$ cat config.mk
export PLATFORM = sky130hd
export DESIGN_NAME = regfile_wb_arbiter_flat
export DESIGN_NICKNAME = d
export VERILOG_FILES = /design/src/rtl/regfile_wb_arbiter_if.sv /design/src/rtl/regfile_wb_arbiter.sv /design/src/flat_wrapper.sv
export SDC_FILE = /design/constraint.sdc
export NUM_CORES = 1
export LEC_CHECK = 0
export ABC_AREA = 0
export CORE_MARGIN = 10
export CORE_UTILIZATION = 41
export DETAILED_ROUTE_END_ITERATION = 12
export PLACE_DENSITY = 0.83
export SYNTH_ARGS = -nofsm -noshare
export SYNTH_HDL_FRONTEND = slang
export SYNTH_SLANG_ARGS = --single-unit
$ cat constraint.sdc
create_clock -name CLK -period 3.3 [get_ports CLK]
set_input_delay 0.495 -clock CLK [delete_from_list [all_inputs] [get_ports CLK]]
set_output_delay 0.495 -clock CLK [all_outputs]
set_load 0.05 [all_outputs]
$ cat src/rtl/regfile_wb_arbiter_if.sv
// Writeback bus between the pipeline/multicycle producers and the register-file write port.
// The master modport drives the producers; the slave modport is the arbiter.
interface regfile_wb_arbiter_if #(
    parameter int ADDRESS_WIDTH = 5,
    parameter int DATA_WIDTH    = 32
);
    logic                     pipe_we;
    logic [ADDRESS_WIDTH-1:0] pipe_rd;
    logic [DATA_WIDTH-1:0]    pipe_wd;
    logic                     mc_valid;
    logic                     mc_ready;
    logic [ADDRESS_WIDTH-1:0] mc_rd;
    logic [DATA_WIDTH-1:0]    mc_wd;
    logic                     WE3;
    logic [ADDRESS_WIDTH-1:0] A3;
    logic [DATA_WIDTH-1:0]    WD3;
    logic                     stall_req;
    logic [1:0]               fifo_count;

    modport master (
        output pipe_we, pipe_rd, pipe_wd, mc_valid, mc_rd, mc_wd,
        input  mc_ready, WE3, A3, WD3, stall_req, fifo_count
    );

    modport slave (
        input  pipe_we, pipe_rd, pipe_wd, mc_valid, mc_rd, mc_wd,
        output mc_ready, WE3, A3, WD3, stall_req, fifo_count
    );
endinterface

$ cat src/rtl/regfile_wb_arbiter.sv
// Register-file write-port arbiter: pipeline writes win, multicycle results wait in a 2-entry FIFO.
// Define WBARB_STARVE_EN to add the starvation counter that also raises stall_req.
module regfile_wb_arbiter #(
    parameter int ADDRESS_WIDTH = 5,
    parameter int DATA_WIDTH    = 32,
    parameter int STARVE_LIMIT  = 4
) (
    input logic                 CLK,
    input logic                 RST,
    regfile_wb_arbiter_if.slave wb
);
    logic [ADDRESS_WIDTH-1:0] rd_mem [2];
    logic [DATA_WIDTH-1:0]    wd_mem [2];
    logic                     head;
    logic [1:0]               count;
    logic                     stall;
    logic                     fifo_full;
    logic                     fifo_empty;
    logic                     tail;
    logic                     pipe_active;
    logic                     push;
    logic                     pop;
    logic                     starve_hit;

    if (STARVE_LIMIT < 1) begin : g_limit_check
        $error("STARVE_LIMIT must be at least 1");
    end

    assign fifo_full   = (count == 2'd2);
    assign fifo_empty  = (count == 2'd0);
    assign tail        = head ^ count[0];
    assign pipe_active = wb.pipe_we && (wb.pipe_rd != '0);
    // Writes to register 0 are consumed but never queued.
    assign push        = wb.mc_valid && !fifo_full && (wb.mc_rd != '0);
    assign pop         = !pipe_active && !fifo_empty;

    assign wb.mc_ready   = !fifo_full;
    assign wb.fifo_count = count;
    assign wb.stall_req  = stall;

    always_comb begin
        wb.WE3 = 1'b0;
        wb.A3  = '0;
        wb.WD3 = '0;
        if (pipe_active) begin
            wb.A3  = wb.pipe_rd;
            wb.WD3 = wb.pipe_wd;
        end else if (!fifo_empty) begin
            wb.A3  = rd_mem[head];
            wb.WD3 = wd_mem[head];
        end
        wb.WE3 = !RST && (pipe_active || !fifo_empty);
    end

    always_ff @(posedge CLK) begin
        if (RST) begin
            head  <= 1'b0;
            count <= 2'd0;
        end else begin
            if (pop) begin
                head <= ~head;
            end
            case ({push, pop})
                2'b10:   count <= count + 2'd1;
                2'b01:   count <= count - 2'd1;
                default: count <= count;
            endcase
        end
    end

    always_ff @(posedge CLK) begin
        if (push) begin
            rd_mem[tail] <= wb.mc_rd;
            wd_mem[tail] <= wb.mc_wd;
        end
    end

`ifdef WBARB_STARVE_EN
    localparam int STARVE_W = $clog2(STARVE_LIMIT + 1);
    logic [STARVE_W-1:0] starve_cnt;
    logic [STARVE_W-1:0] starve_next;

    always_comb begin
        starve_next = starve_cnt;
        if (fifo_empty || pop) begin
            starve_next = '0;
        end else if (starve_cnt != STARVE_W'(STARVE_LIMIT)) begin
            starve_next = starve_cnt + 1'b1;
        end
    end

    // Compare the updated value so the stall shows up the cycle after the limit is reached.
    assign starve_hit = (starve_next == STARVE_W'(STARVE_LIMIT));

    always_ff @(posedge CLK) begin
        if (RST) begin
            starve_cnt <= '0;
        end else begin
            starve_cnt <= starve_next;
        end
    end
`else
    assign starve_hit = 1'b0;
`endif

    always_ff @(posedge CLK) begin
        if (RST) begin
            stall <= 1'b0;
        end else begin
            stall <= fifo_full || starve_hit;
        end
    end
endmodule

$ cat src/flat_wrapper.sv
// flat-port wrapper written by rule: the top's interface ports become plain ports
module regfile_wb_arbiter_flat 
#(
    parameter int ADDRESS_WIDTH = 5,
    parameter int DATA_WIDTH    = 32,
    parameter int STARVE_LIMIT  = 4
)
  (CLK, RST, wb_pipe_we, wb_pipe_rd, wb_pipe_wd, wb_mc_valid, wb_mc_rd, wb_mc_wd, wb_mc_ready, wb_WE3, wb_A3, wb_WD3, wb_stall_req, wb_fifo_count);
  regfile_wb_arbiter_if #(.ADDRESS_WIDTH(ADDRESS_WIDTH), .DATA_WIDTH(DATA_WIDTH)) wb_i ();
  input logic CLK;
  input logic RST;
  input wire logic [$bits(wb_i.pipe_we)-1:0] wb_pipe_we;
  input wire logic [$bits(wb_i.pipe_rd)-1:0] wb_pipe_rd;
  input wire logic [$bits(wb_i.pipe_wd)-1:0] wb_pipe_wd;
  input wire logic [$bits(wb_i.mc_valid)-1:0] wb_mc_valid;
  input wire logic [$bits(wb_i.mc_rd)-1:0] wb_mc_rd;
  input wire logic [$bits(wb_i.mc_wd)-1:0] wb_mc_wd;
  output wire logic [$bits(wb_i.mc_ready)-1:0] wb_mc_ready;
  output wire logic [$bits(wb_i.WE3)-1:0] wb_WE3;
  output wire logic [$bits(wb_i.A3)-1:0] wb_A3;
  output wire logic [$bits(wb_i.WD3)-1:0] wb_WD3;
  output wire logic [$bits(wb_i.stall_req)-1:0] wb_stall_req;
  output wire logic [$bits(wb_i.fifo_count)-1:0] wb_fifo_count;
  assign wb_i.pipe_we = wb_pipe_we;
  assign wb_i.pipe_rd = wb_pipe_rd;
  assign wb_i.pipe_wd = wb_pipe_wd;
  assign wb_i.mc_valid = wb_mc_valid;
  assign wb_i.mc_rd = wb_mc_rd;
  assign wb_i.mc_wd = wb_mc_wd;
  assign wb_mc_ready = wb_i.mc_ready;
  assign wb_WE3 = wb_i.WE3;
  assign wb_A3 = wb_i.A3;
  assign wb_WD3 = wb_i.WD3;
  assign wb_stall_req = wb_i.stall_req;
  assign wb_fifo_count = wb_i.fifo_count;
  regfile_wb_arbiter #(.ADDRESS_WIDTH(ADDRESS_WIDTH), .DATA_WIDTH(DATA_WIDTH), .STARVE_LIMIT(STARVE_LIMIT)) u_core (.CLK(CLK), .RST(RST), .wb(wb_i));
endmodule
==> results.cfg <==
[clocking]
cts_hold_buf = 0
cts_setup_buffers = 0
numCtsBuffers = 9
cts_tree = done
clock_path_buffers = 2
clkSinkCount = 79
cts_resized = 0
clk_pin_slew_ns = 0.08
htreeDepth = 3
clockRootBuffer = clkbuf_8
clkLatencyLatePin_ns = 0.33

[sta]
skew_ns = 0.00861
max_freq_mhz = 338
tns_ns = 0
maxSlewViolCount = 0
setup_viol = 0
hold_viol_final = 0
tightest_slew_ns = 0.629
whs_ns = 0.622
post-route-min-period_ns = 2.96
post-route-period-util = 0.897
rsz0062_at_grt = no
relSlewSlack = 0.580
setup_ws_ns = 0.338

[die]
initial_core_util = 0.426
die_x_um = 113
dieArea_um2 = 12700
ioPinCount = 120
rows = 33
die_h_um = 113
core_um2 = 8300

[power_and_ir_drop]
clkPwrFrac = 0.173
seqPwrFrac = 0.365
switching_share = 0.398
peakVddDrop_uv = 417
internal-power_mw = 2.55
power_frac_comb = 0.462
p_leak_nw = 1.80
p_per_area_nw_per_um2 = 848
power_switching_mw = 1.68
p_total_mw = 4.23

[cells_and_area]
layout_common_cells = 81 x clkdlybuf4s50_1, 74 x edfxtp_1, 42 x buf_4
fillCellCount = 644
drive_above_1_share = 0.281
fin_area_um2 = 4990
final_common_cell = clkdlybuf4s50_1
final_cells = 461
area_growth_pct = 41.3
antenna_cells = 0
final_nets = 432
postLayoutCoreUtil = 0.601

[worst_setup_path]
path_class = in2out
crit_fanout = 22
required_ns = 2.80
critPathArrivalTime_ns = 2.47
cp-end-kind = output pin
critPathLaunchType = input pin

[global_route]
grt_pass1_vias = 2527
antenna_found_initial = 0
gr-total-overflow = 0
grt_max_degree = 23
grt_pass1_wl_um = 12900
grtUsageTotal = 0.125

[run_status]
outcome = finished, final reports clean

[job]
maxCapViolCount = 0

[detailed_routing]
antenna_left = 0
vias = 2272
firstDrtPassIters = 5
vias_per_cell = 4.93
first_iter_violations = 55
wl_um = 8220
drc = 0
routedWlPerCell_um = 17.8

[synth]
yosys.area_share.xor_xnor = 0.00496
synth.top_cell.area_share = 0.629
syn_nets = 308
yosysUniqueCellTypes = 27
yosys.area.top_type = edfxtp_1
synthTopCellsByArea = edfxtp_1 63%, mux2_2 11%, mux2i_1 10%, nor2_1 4.0%, dfxtp_1 2.8%
syn_area_um2 = 3530
yosysWarnings = 0
synthMuxAreaShare = 0.217
yosysSeqAreaShare = 0.657
yosys.area_share.simple = 0.0574
synth_top_family_by_area = multiplexers
synth_seq_cells = 79
netlist_instances = 229
syn_avg_cell_area_um2 = 15.4
synthAdderAreaFrac = 0.00354
synth_compound_area_frac = 0.0368

[placed_design]
portBuffers = 119
hpwl_um = 6150
globalplace.congestion = 0.784
placed_cells = 447
placed_cell_area_um2 = 4790
pre_cts_slack_ns = 0.340

[hold_path]
hold_path.class = reg2reg
cells in the mapped netlist:
cell and count:
edfxtp_1 74, nor2_1 38, mux2i_1 36, mux2_2 34, buf_2 8, dfxtp_1 5
a21oi_1 3, buf_6 3, nand2_1 3, o31ai_1 3, a22o_1 2, clkbuf_1 2
mux2_1 2, nand2b_1 2, o21ai_0 2, ha_1 1, nor2b_1 1, nor3_1 1
o21bai_1 1, o31a_1 1, o31ai_4 1, o41ai_4 1, or3_1 1, or3_4 1
or4_1 1, xnor2_1 1, xor2_1 1
cells by family (layout without fill, tap and decap cells):
logic type | Yosys count | in the layout
buf+inv | 13 | 140
compound gates | 14 | 14
flops | 79 | 79
simple gates | 48 | 48
fa+ha+maj | 1 | 1
mux | 72 | 72
xor+xnor | 2 | 2
registers in the layout, indices dropped and copies added, names as in the netlist, named ones only:
register              cells
u_core.wb.stall_req       1
u_core.wb.fifo_count      2
u_core.head               1
u_core.rd_mem            10
u_core.wd_mem            64
power groups by stage:
stage | Clock (mW) | Combinational (mW) | Sequential, mW
after floorplan | 0 | 1.36 | 1.55
after global placement | 0 | 1.96 | 1.56
after detailed placement | 0 | 1.99 | 1.57
after CTS | 0.750 | 2.00 | 1.55
after global routing | 0.788 | 2.09 | 1.58
final | 0.731 | 1.96 | 1.54
layer usage:
metal | wire (um) | track usage | vias up
met1 | 3230 | 0.133 | 1086
li1 | - | - | 1105
met2 | 4440 | 0.229 | 70
met3 | 440 | 0.0370 | 11
met4 | 109 | 0.0448 | 0
met5 | 0 | 0 | -
final timing paths:
check	end	slack (ns)	start	depth (start not counted)
min	u_core.wb.fifo_count[1]$_SDFFE_PP0P_	0.62	u_core.wb.fifo_count[1]$_SDFFE_PP0P_	2
min reg2reg	u_core.wb.fifo_count[1]$_SDFFE_PP0P_	0.62	u_core.wb.fifo_count[1]$_SDFFE_PP0P_	2
max reg2reg	u_core.wb.fifo_count[1]$_SDFFE_PP0P_	1.17	u_core.wb.fifo_count[0]$_SDFFE_PP0P_	5
max	wb_WD3[19]	0.34	wb_pipe_rd[2]	6
cell type report:
| class | instances | area [um2] | area share |
|---|---|---|---|
| Sequential cell | 79 | 2320 | 0.466 |
| Timing Repair Buffer | 126 | 1190 | 0.238 |
| Clock inverter | 5 | 75.1 | 0.0150 |
| Tap cell | 105 | 131 | 0.0263 |
| Multi-Input combinational cell | 137 | 1150 | 0.231 |
| Clock buffer | 9 | 124 | 0.0248 |
critical path, cell delays in order:
cell and delay (ns):
clkdlybuf4s50_1 0.42, or3_4 0.43, o31ai_4 0.20, buf_4 0.33, mux2_2 0.38, buf_4 0.19
(Power assumes the default switching activity.)
